<file path="src/rtl/mem_access_sequencer.sv">
// rtl/mem_access_sequencer.sv - MEM-stage load/store sequencer in front of the memory/serial controller
// Polls the serial status word before data-port accesses and returns a registered response.
module mem_access_sequencer #(
    parameter logic [15:0] UART_DATA_ADDR = 16'hBF00,
    parameter logic [15:0] UART_STAT_ADDR = 16'hBF01,
    parameter bit          BLOCKING_UART  = 1'b1,
    parameter int          POLL_LIMIT     = 1024
) (
    input  logic        CLK,
    input  logic        RST,
    input  logic        req_valid,
    output logic        req_ready,
    input  logic [1:0]  req_rd,
    input  logic [1:0]  req_wr,
    input  logic [15:0] req_addr,
    input  logic [15:0] req_wdata,
    output logic        resp_valid,
    output logic [15:0] resp_rdata,
    output logic        resp_err,
    output logic        stall,
    output logic [1:0]  mc_mem_read,
    output logic [1:0]  mc_mem_write,
    output logic [15:0] mc_address,
    output logic [15:0] mc_data_in,
    input  logic [15:0] mc_data_out
);

    typedef enum logic [1:0] {
        IDLE   = 2'd0,
        POLL   = 2'd1,
        ACCESS = 2'd2,
        ERR    = 2'd3
    } state_t;

    localparam logic [15:0] POLL_LAST = 16'(POLL_LIMIT - 1);

    state_t      state, state_next;
    logic [1:0]  lat_rd, lat_wr;
    logic [15:0] lat_addr, lat_wdata;
    logic [15:0] poll_cnt;

    logic req_legal;
    logic req_blocking;
    logic port_ready;
    logic accept;

    assign req_legal    = (req_rd != 2'b00) ^ (req_wr != 2'b00);
    assign req_blocking = BLOCKING_UART && (req_addr == UART_DATA_ADDR);
    // Write waits for tx idle (bit0), read waits for rx data (bit1).
    assign port_ready   = (lat_wr != 2'b00) ? mc_data_out[0] : mc_data_out[1];
    assign accept       = (state == IDLE) && req_valid;

    always_ff @(posedge CLK or posedge RST) begin
        if (RST) begin
            state <= IDLE;
        end else begin
            state <= state_next;
        end
    end

    always_comb begin
        state_next   = state;
        req_ready    = 1'b0;
        stall        = 1'b1;
        mc_mem_read  = 2'b00;
        mc_mem_write = 2'b00;
        mc_address   = 16'h0000;
        mc_data_in   = 16'h0000;
        case (state)
            IDLE: begin
                req_ready = 1'b1;
                stall     = 1'b0;
                if (req_valid) begin
                    if (!req_legal) begin
                        state_next = ERR;
                    end else if (req_blocking) begin
                        state_next = POLL;
                    end else begin
                        state_next = ACCESS;
                    end
                end
            end
            POLL: begin
                mc_mem_read = 2'b01;
                mc_address  = UART_STAT_ADDR;
                if (port_ready) begin
                    state_next = ACCESS;
                end else if (poll_cnt == POLL_LAST) begin
                    state_next = ERR;
                end
            end
            ACCESS: begin
                mc_mem_read  = lat_rd;
                mc_mem_write = lat_wr;
                mc_address   = lat_addr;
                mc_data_in   = (lat_wr != 2'b00) ? lat_wdata : 16'h0000;
                state_next   = IDLE;
            end
            ERR: begin
                state_next = IDLE;
            end
            default: begin
                state_next = IDLE;
            end
        endcase
    end

    always_ff @(posedge CLK or posedge RST) begin
        if (RST) begin
            lat_rd     <= 2'b00;
            lat_wr     <= 2'b00;
            lat_addr   <= 16'h0000;
            lat_wdata  <= 16'h0000;
            poll_cnt   <= 16'h0000;
            resp_valid <= 1'b0;
            resp_rdata <= 16'h0000;
            resp_err   <= 1'b0;
        end else begin
            resp_valid <= 1'b0;
            if (accept) begin
                lat_rd    <= req_rd;
                lat_wr    <= req_wr;
                lat_addr  <= req_addr;
                lat_wdata <= req_wdata;
                poll_cnt  <= 16'h0000;
            end
            if (state == POLL && !port_ready) begin
                poll_cnt <= poll_cnt + 16'h0001;
            end
            if (state == ACCESS) begin
                resp_valid <= 1'b1;
                resp_err   <= 1'b0;
                resp_rdata <= (lat_rd != 2'b00) ? mc_data_out : 16'h0000;
            end
            if (state == ERR) begin
                resp_valid <= 1'b1;
                resp_err   <= 1'b1;
                resp_rdata <= 16'h0000;
            end
        end
    end

endmodule

</file>
<file path="config.mk">
export PLATFORM = sky130hd
export DESIGN_NAME = mem_access_sequencer
export DESIGN_NICKNAME = d
export VERILOG_FILES = /design/src/rtl/mem_access_sequencer.sv
export SDC_FILE = /design/constraint.sdc
export NUM_CORES = 1
export LEC_CHECK = 0
export ABC_AREA = 1
export BUFFER_PORTS_ARGS = -buffer_cell sky130_fd_sc_hd__buf_2
export CAP_MARGIN = 20
export CELL_PAD_IN_SITES_DETAIL_PLACEMENT = 1
export CELL_PAD_IN_SITES_GLOBAL_PLACEMENT = 1
export CORE_MARGIN = 5
export CORE_UTILIZATION = 40
export DETAILED_ROUTE_END_ITERATION = 8
export PLACE_DENSITY = 0.95
export SETUP_SLACK_MARGIN = 0.1
export SYNTH_ARGS = -nofsm -noshare
export SYNTH_HDL_FRONTEND = slang
export SYNTH_SLANG_ARGS = --single-unit
</file>
<file path="constraint.sdc">
create_clock -name CLK -period 3.28 [get_ports CLK]
set_input_delay 0.328 -clock CLK [delete_from_list [all_inputs] [get_ports CLK]]
set_output_delay 0.328 -clock CLK [all_outputs]
set_load 0.05 [all_outputs]
</file>
==> summary.txt <==
Outcome
  • Outcome: finished, final reports clean

Cells and area
  • Area grow syn2layout: 23.2%
  • Net count, final: 633
  • Layout cell share with drive strength beyond 1: 31.0%
  • Multi-input gate area: 1550 um^2
  • Final std cells w/o fill: 689
  • Register area: 1800 um^2
  • Fill count: between 1,000 and 1,500
  • # diodes: 0

Clock tree
  • Clock root cell: clkbuf_8
  • Clk pin slew, worst setup/hold paths: ~80 ps
  • CTS tree: built
  • Number of hold buffers added after CTS: 0
  • Later-pin clock latency in the skew report: 350 ps
  • Resize count post-CTS: 0
  • CTS Buffer Depth: 2
  • Post-CTS Repair Setup Buffers: 0
  • CTS buffer count: 9
  • # H-tree levels: 3
  • CTS sink cnt: 72

Global routing
  • Met1 Usage GRT: 24.4%
  • First-pass GRT wire length: 19,900 um
  • All-Layer GR Usage: 22.1%
  • Busiest metal layer after global routing: met2
  • Largest net degree at the start of global routing: 46
  • Gr ovfl total: 0
  • Vias in the first global route: ~4,000
  • Routing usage on met3: 4.33%
  • Initial antenna violation count: 0
  • GR Util met2: around two fifths

Placement
  • Pre-CTS setup slack: 1200 ps
  • Hpwl dp: 8650 um
  • Placed insts: 673
  • IO buf count: 110
  • Gpl congestion: 0.777

STA
  • Min Clock Period, post-route: about 2300 ps
  • Final worst setup slack: 952 ps
  • RSZ-0062 raised after global routing: no
  • Relative slew margins: 49.9%
  • Clock Skews: around 8.4 ps
  • Worst Tran Pin Value: 749 ps
  • Fin crit share: 71.0%
  • Peak Freq: 430 MHz
  • Final Slew Violations: 0
  • Final hold violation count: 0
  • Post-Route Setup TNS: 0 ps
  • Final setup vio count: 0
  • Fin Hold WS: a little under 60 ps

Job
  • # Max-Cap Violations: 0

Synthesis
  • Sequential area share after synthesis: 48.3%
  • Yosys warnings: 0
  • Netlist cell types: 32
  • EDFF count, synth: 0
  • Leading area contributor after synthesis: dfrtp_1
  • Syn nets: approximately 520
  • Mean Syn Cell Area: 8.09 um^2
  • Yosys reg bits: slightly above 70
  • Main area contributors after synthesis: dfrtp_1, nand2_1, inv_1
  • Gate Count Post-Synth: 461
  • Ys flop type: dfrtp_1
  • Synth Cell Area: about 3700 um^2
  • FFs w/ async S/R, synth: between 90% and 100%
  • Post-synth top area share: 48.3%

Detailed routing
  • Drt wl/cell: 17.4 um
  • DRT iter0 DRCs: 156
  • Post-route ant nets: 0
  • Via density: 5.16
  • DRC viols: 0
  • Drt pass-1 iters: 4
  • WL final: 12,000 um
  • DR vias: 3,553

Floorplan
  • Starting Density: 40.8%
  • Rows: 35
  • Placeable Area: just over 9000 um^2
  • Die Width: 107 um
  • I/O Pins: 111
  • Die ar.: 11,400 um^2
  • Die Y: 107 um

Worst setup path
  • Delay-heaviest family, CP: simple AND/OR/NAND/NOR gates
  • CP Cell Sequence: inv_1, ha_1, nand2_1, nor2_1, buf_2
  • Slowest-stage cell, CP: dfrtp_1
  • CP startpoint kind: register
  • Path type of the worst setup path: reg -> out
  • CP Max Fanout: 16
  • CP endpoint kind: output pin
  • Arrival @ worst endpoint: about 2000 ps
  • WP buf/inv: 2
  • Critical path required time: slightly below 3000 ps
  • Max stage delay on crit path: 420 ps

Power and ir drop
  • Maximum VDD drop: 739 uV
  • Design Power: between 4 and 5 mW
  • Pleak: approximately 2.6 nW
  • PwrDens: a little over 1000 nW/um^2

Worst hold path
  • Worst hold path type: in -> async
==> cells in the final DEF, fill, tap and decap left out <==
master      Yosys  layout
a21oi_1        26      26
a21oi_2         3       3
buf_2           4     110
buf_4           2       4
bufinv_16       0       2
clkbuf_1        5       2
clkbuf_8        0       9
clkinv_1        2       2
clkinv_2        0       1
clkinv_4        0       1
clkinvlp_4      0       1
dfrtp_1        72      72
ha_1            5       5
inv_1          73      72
inv_2           9      10
mux2_2         15      15
nand2_1        93      92
nand2_2         7       8
nand2_4         2       2
nand3_1        26      26
nand3_2         4       4
nand3_4         1       1
nand4_1         4       4
nor2_1         61      61
nor2_2          2       2
nor2_4          3       3
nor2_8          1       1
nor3b_2         1       1
o211ai_2        1       1
o21ai_0        18      18
o21ai_1        10      10
o21bai_1        1       1
o22ai_1         3       3
o31ai_1         1       1
xor2_1          4       4
==> Yosys cell counts (2+ instances only) <==
master and n:
clkbuf_1 5, o22ai_1 3, o21ai_1 10, nand2_1 93
nand2_4 2, nand4_1 4, mux2_2 15, ha_1 5
xor2_1 4, nand3_1 26, clkinv_1 2, nand2_2 7
a21oi_1 26, inv_1 73, buf_2 4, nand3_2 4
dfrtp_1 72, nor2_2 2, nor2_4 3, buf_4 2
inv_2 9, nor2_1 61, a21oi_2 3, o21ai_0 18
==> cell families (layout without fill, tap and decap cells) <==
logic type	Yosys count	count (layout)	share of synthesized area (%)
xor+xnor	4	4	0.939
mux	15	15	4.53
simple gates	205	205	25.1
flops	72	72	48.3
compound gates	63	63	9.19
buf+inv	97	214	10.3
fa+ha+maj	5	5	1.68
==> stage by stage <==
step                cell area [um^2]  utilization [%]
floorplan                       3730                -
global route                    4600             50.2
CTS                             4600             50.2
global placement                4380             47.9
finish                          4600             50.2
detailed placement              4380             47.9
==> routing by layer <==
| metal | part of all wire (%) | up-vias |
|---|---|---|
| met3 | 4.4 | 30 |
| met1 | 39 | 1760 |
| met4 | 2.6 | 0 |
| met5 | 0 | - |
| met2 | 54 | 117 |
| li1 | - | 1646 |
==> flip-flops by register name, indices dropped and copies added (netlist names) <==
| register | count |
|---|---|
| lat_wr | 2 |
| resp_err | 1 |
| lat_addr | 16 |
| resp_rdata | 16 |
| state | 2 |
| poll_cnt | 16 |
| lat_rd | 2 |
| lat_wdata | 16 |
| resp_valid | 1 |
==> worst paths after layout <==
path | from | to | slack, ps | cells past startpoint
max in group asynchronous | RST | lat_addr[9] | 2680 | 3
min reg2reg | resp_err | resp_err | 480 | 2
max reg2reg | state[0] | lat_wdata[15] | 1170 | 6
max | state[0] | mc_data_in[10] | 950 | 5
min | RST | resp_rdata[4] | 60 | 3
min in group CLK | mc_data_out[5] | resp_rdata[5] | 220 | 3
==> tightest hold or removal path, cell delays in order <==
cell and delay (ps):
buf_2 110, inv_2 60, buf_4 320
==> power by group <==
group,total [mW],switching (mW),internal (mW)
Clock,0.774,0.344,0.429
Sequential,1.38,0.177,1.20
Combinational,2.55,1.96,0.595
Total,4.70,2.48,2.22
==> final cells by class <==
class,count,area share [%]
Sequential cell,72,39.2
Multi-Input combinational cell,292,33.7
Timing Repair Buffer,114,12.6
Inverter,84,6.86
Tap cell,111,3.02
Clock buffer,11,2.86
Clock inverter,5,1.77
Note: power is estimated with default switching activity, not from simulation.
